<file path="config.mk">
export PLATFORM = sky130hd
export DESIGN_NAME = spi_write_tx
export DESIGN_NICKNAME = d
export VERILOG_FILES = /design/src/rtl/spi_write_tx.sv
export SDC_FILE = /design/constraint.sdc
export NUM_CORES = 1
export LEC_CHECK = 0
export ABC_AREA = 1
export ABC_CLOCK_PERIOD_IN_PS = 1900
export CAP_MARGIN = 20
export CORE_MARGIN = 2
export CORE_UTILIZATION = 29
export CTS_BUF_LIST = sky130_fd_sc_hd__clkbuf_2
export DETAILED_ROUTE_END_ITERATION = 10
export GPL_TIMING_DRIVEN = 0
export SLEW_MARGIN = 30
export SYNTH_ARGS = -nofsm -noshare
export SYNTH_HDL_FRONTEND = slang
export SYNTH_SLANG_ARGS = --single-unit
</file>
<file path="constraint.sdc">
create_clock -name clk_i -period 1.9 [get_ports clk_i]
set_input_delay 0.285 -clock clk_i [delete_from_list [all_inputs] [get_ports clk_i]]
set_output_delay 0.285 -clock clk_i [all_outputs]
set_load 0.01 [all_outputs]
</file>
<file path="src/rtl/spi_write_tx.sv">
// SPI mode-0 (CPOL=0, CPHA=0) master transmitter.
// Loads one Width-bit word in parallel and shifts it out MSB first on mosi_o,
// framed by cs_n_o and clocked by sclk_o. Every output is registered, so
// there is no combinational path from any input to any output.
module spi_write_tx #(
    parameter int Width  = 16,
    parameter int ClkDiv = 4
) (
    input  logic             clk_i,
    input  logic             rst_i,
    input  logic             start_i,
    input  logic [Width-1:0] din_i,
    output logic             busy_o,
    output logic             done_o,
    output logic             sclk_o,
    output logic             mosi_o,
    output logic             cs_n_o
);

    localparam int BIT_W = $clog2(Width);
    localparam int DIV_W = (ClkDiv > 1) ? $clog2(ClkDiv) : 1;

    localparam logic [BIT_W-1:0] BIT_LAST = BIT_W'(Width - 1);
    localparam logic [DIV_W-1:0] DIV_LAST = DIV_W'(ClkDiv - 1);

    typedef enum logic [2:0] {
        S_IDLE,
        S_LEAD,
        S_HIGH,
        S_LOW,
        S_TRAIL
    } state_t;

    state_t             state_q, state_d;

    // The MSB of the loaded word lives in the mosi_o register itself, so the
    // shift register only keeps the bits that are still waiting to go out.
    logic [Width-2:0]   rest_q,  rest_d;
    logic [BIT_W-1:0]   bit_q,   bit_d;
    logic [DIV_W-1:0]   div_q,   div_d;

    logic               sclk_d;
    logic               mosi_d;
    logic               cs_n_d;
    logic               busy_d;
    logic               done_d;

    logic               phase_end;

    // A phase (LEAD, HIGH, LOW or TRAIL) lasts exactly ClkDiv cycles.
    assign phase_end = (div_q == DIV_LAST);

    // Next-state and next-output decode for the frame sequencer.
    always_comb begin
        // NOTE: every signal gets a default before the case statement, so no
        // path through this block leaves a value unassigned (no latches).
        state_d = state_q;
        rest_d  = rest_q;
        bit_d   = bit_q;
        div_d   = phase_end ? '0 : div_q + 1'b1;
        sclk_d  = sclk_o;
        mosi_d  = mosi_o;
        cs_n_d  = cs_n_o;
        busy_d  = busy_o;
        done_d  = 1'b0;

        unique case (state_q)
            S_IDLE: begin
                div_d  = '0;
                sclk_d = 1'b0;
                cs_n_d = 1'b1;
                busy_d = 1'b0;
                if (start_i) begin
                    rest_d  = din_i[Width-2:0];
                    mosi_d  = din_i[Width-1];
                    bit_d   = '0;
                    cs_n_d  = 1'b0;
                    busy_d  = 1'b1;
                    state_d = S_LEAD;
                end
            end

            // CS setup time before the first rising SCLK edge.
            S_LEAD: begin
                if (phase_end) begin
                    sclk_d  = 1'b1;
                    state_d = S_HIGH;
                end
            end

            // Slave samples on the rising edge; data moves on the falling one.
            S_HIGH: begin
                if (phase_end) begin
                    sclk_d = 1'b0;
                    if (bit_q == BIT_LAST) begin
                        state_d = S_TRAIL;
                    end else begin
                        mosi_d  = rest_q[Width-2];
                        rest_d  = rest_q << 1;
                        bit_d   = bit_q + 1'b1;
                        state_d = S_LOW;
                    end
                end
            end

            S_LOW: begin
                if (phase_end) begin
                    sclk_d  = 1'b1;
                    state_d = S_HIGH;
                end
            end

            // CS hold time after the last falling SCLK edge.
            S_TRAIL: begin
                sclk_d = 1'b0;
                if (phase_end) begin
                    cs_n_d  = 1'b1;
                    busy_d  = 1'b0;
                    done_d  = 1'b1;
                    state_d = S_IDLE;
                end
            end

            default: begin
                div_d   = '0;
                sclk_d  = 1'b0;
                cs_n_d  = 1'b1;
                busy_d  = 1'b0;
                state_d = S_IDLE;
            end
        endcase
    end

    // State, datapath and output registers; reset aborts any frame in flight.
    always_ff @(posedge clk_i or negedge rst_i) begin
        if (!rst_i) begin
            state_q <= S_IDLE;
            rest_q  <= '0;
            bit_q   <= '0;
            div_q   <= '0;
            sclk_o  <= 1'b0;
            mosi_o  <= 1'b0;
            cs_n_o  <= 1'b1;
            busy_o  <= 1'b0;
            done_o  <= 1'b0;
        end else begin
            // NOTE: non-blocking assignments here so every register updates
            // from the values present before the edge, independent of order.
            state_q <= state_d;
            rest_q  <= rest_d;
            bit_q   <= bit_d;
            div_q   <= div_d;
            sclk_o  <= sclk_d;
            mosi_o  <= mosi_d;
            cs_n_o  <= cs_n_d;
            busy_o  <= busy_d;
            done_o  <= done_d;
        end
    end

endmodule

</file>
==> results.md <==
- Status: finished, final reports clean
- Post-CTS sizing: 0
- Crit-path cells: clkdlybuf4s50_1
- Routed Antenna Nets: 0
- Vias/cell: 4.41
- FF+latch count, synth: 29
- Cell family with most CP delay: flip-flops
- Max_slew headroom: 0.572
- Placed insts: between 200 and 300
- Crit path required time: 1620 ps
- Detailed Place HPWL: about 2300 µm
- Crit-path max FO: 2
- RD Place Congestion: ~0.7
- Setup CP Type: flip-flop to output port
- Worst Skew: 8.52 ps
- Vias in the first global route: between 1000 and 1500
- R2r startpoint: bit_q[0]$_DFFE_PN0P_
- Slowest cell on the critical path: dfstp_2
- WP depth: 1
- Pre-Repair DR Iteration Count: 4
- Die area: 5810 µm²
- Flop pwr share: 0.391
- Rows: 26
- Chip width: 76.2 µm
- Ant. Diodes: 0
- Clk sinks: 29
- Area Overhead vs Synth: 24.0%
- Max VDD drop: between 0.4 and 0.5 mV
- Unique cell type count in the Yosys netlist: 20
- Slowest cell delay on critical path: 560 ps
- Max-cap check violation count: 0
- Share of the yosys chip area belonging to registers: 0.481
- Final #Nets: 257
- Drt first-iter violations: between 100 and 150
- Clk_lat worst skew: 350 ps
- Min Tclk post-route: 1710 ps
- Post-Synthesis Cells: between 200 and 250
- Max Slew Vio Count: 0
- Dpl ws: approximately 330 ps
- Routed len/inst: 10.9 µm
- Worst min path class: flip-flop to flip-flop
- Final worst slack: 186 ps
- Die height: 76.2 µm
- Worst setup EP type: output port
- Power Density: 1420 nW/µm²
- Vias: 1355
- Core area: 5070 µm²
- Clk buf depth: 2
- Setup TNS: 0 ps
- Tcrit/Tclk final: 0.902
- Final instance area: between 1500 and 2000 µm²
- Sw Ratio: 0.440
- CTS root buf: clkbuf_2
- Number of port buffers: 23
- Cell Area, Placed: 1820 µm²
- Arr. time, crit path: 1430 ps
- Unrepaired setup endpoints after global routing: false
- Routed wire length: 3330 µm
- Leakage power: 0.994 nW
- Syn_area_per_cell: roughly 7.4 µm²
- Final setup viols: 0
- Worst R2R Path Depth: 8
- CP Launch Point: cs_n_o$_DFFE_PN1P_
- Final std cells w/o fill: about 310
- Antenna violations before repair: 0
- Mapped Nets: roughly 230
- Layout cells sized above 1: 0.114
- First-pass GRT wire length: 5800 µm
- I/O Pins: 24
- Final hold violations: 0
- Critical Path Start Type: flip-flop
- Post-synthesis cell area: 1510 µm²
- Clk pwr share: 0.119
- H-tree Lvls: 2
- Number of CTS-inserted buffers: 5
- Switch Pwr: 1.17 mW
- Gr ovfl total: 0
- Slew @ Worst Pin: 642 ps
- Reg2reg end: rest_q[11]$_DFFE_PN0P_
- TritonCTS clock tree: done
- P_int: 1.49 mW
- Initial Utilization: 0.298
- All-layer global routing usage: 0.127
- Yosys warnings: 0
- Fmax: between 0.5 and 0.6 GHz
- Largest net degree at the start of global routing: 30
- R2r setup slk: approximately 330 ps
- CTS clk-pin slew, worst paths: ~150 ps
- Combinational fraction of design power: 0.489
- DR DRC count: 0
- Capture point of the worst path: cs_n_o
- Critical path buffers and inverters: 1
## power groups by stage
stage	combinational, mW	clock [mW]	sequential, mW
2_1_floorplan	0.932	0	1.04
3_3_place_gp	1.31	0	1.05
3_5_place_dp	1.32	0	1.06
4_1_cts	1.33	0.331	1.04
5_1_grt	1.52	0.353	1.08
6_report	1.31	0.318	1.04
## routing by layer
| layer | GRT usage | wire length (µm) | part of all wire | up-vias |
|---|---|---|---|---|
| li1 | - | - | - | 713 |
| met1 | 0.172 | 1630 | 0.49 | 616 |
| met2 | 0.191 | 1540 | 0.46 | 22 |
| met3 | 0.0355 | 127 | 0.038 | 4 |
| met4 | 0.0545 | 27 | 0.0081 | 0 |
| met5 | 0 | 0 | 0 | - |
## worst min-delay path by stage
stage                       startpoint                     end  slack [ps]  depth (start not counted)
finish              div_q[0]$_DFF_PN0_      div_q[0]$_DFF_PN0_         460                          1
global route        div_q[0]$_DFF_PN0_      div_q[0]$_DFF_PN0_         460                          1
CTS                 div_q[0]$_DFF_PN0_      div_q[0]$_DFF_PN0_         460                          1
detailed placement               rst_i  rest_q[11]$_DFFE_PN0P_         350                          1
global placement    div_q[0]$_DFF_PN0_      div_q[0]$_DFF_PN0_         430                          1
floorplan                        rst_i    bit_q[0]$_DFFE_PN0P_         -10                          0
## sequential cells by signal, indices dropped and copies added, names as in the netlist
name / flops
bit_q: 4
busy_o: 1
cs_n_o: 1
div_q: 2
done_o: 1
mosi_o: 1
rest_q: 15
sclk_o: 1
state_q: 3
## cells in the mapped netlist (all sizes together)
cell type / n / share of area
nand2: 85 / 0.21
nand3: 40 / 0.14
dfrtp: 28 / 0.46
inv: 13 / 0.032
nor2: 12 / 0.036
buf: 11 / 0.040
o21ai: 5 / 0.017
nor3: 3 / 0.0099
a21oi: 2 / 0.0066
ha: 2 / 0.017
dfstp: 1 / 0.017
nand4: 1 / 0.0041
nor4: 1 / 0.0041
xor2: 1 / 0.0058
## through the flow
step / hold slack, ps / power (mW) / utilization
4_1_cts: 458 / 2.70 / 0.369
6_report: 457 / 2.67 / 0.369
5_1_grt: 461 / 2.95 / 0.369
3_3_place_gp: 429 / 2.36 / 0.360
3_5_place_dp: 354 / 2.38 / 0.359
2_1_floorplan: -10.6 / 1.97 / -
## cell families after synthesis
kind of cell	after synthesis	synth area share
AO/OA/AOI/OAI	7	0.0232
XOR/XNOR	1	0.00580
adder cells (fa/ha/maj)	2	0.0166
buffers and inverters	24	0.0720
flip-flops	29	0.481
AND/OR/NAND/NOR	142	0.402
## placed cells by master (no fill, tap or decap), types with 3 or more instances in the layout
cell / count
clkdlybuf4s50_1: 22
inv_1: 10
nand2_1: 85
o21ai_0: 4
inv_2: 3
nor2_1: 10
dfrtp_1: 28
buf_2: 10
clkbuf_2: 8
nor3_1: 3
nand3_1: 39
## repair_timing
action / in CTS / in global routing
buffers inserted: 0 / 0
hold endpoints to repair: 28 / 0
hold buffers: 1 / 0
## final cells by class
class | count | area, µm²
multi-input cells | 152 | 676
repair buffers | 24 | 235
flip-flops and latches | 29 | 727
inverters | 13 | 48.8
plain buffers | 11 | 60.1
well taps | 70 | 87.6
fillers | 574 | 3200
clock buffers | 8 | 40.0
No activity file was read; power rests on OpenSTA's default activity.
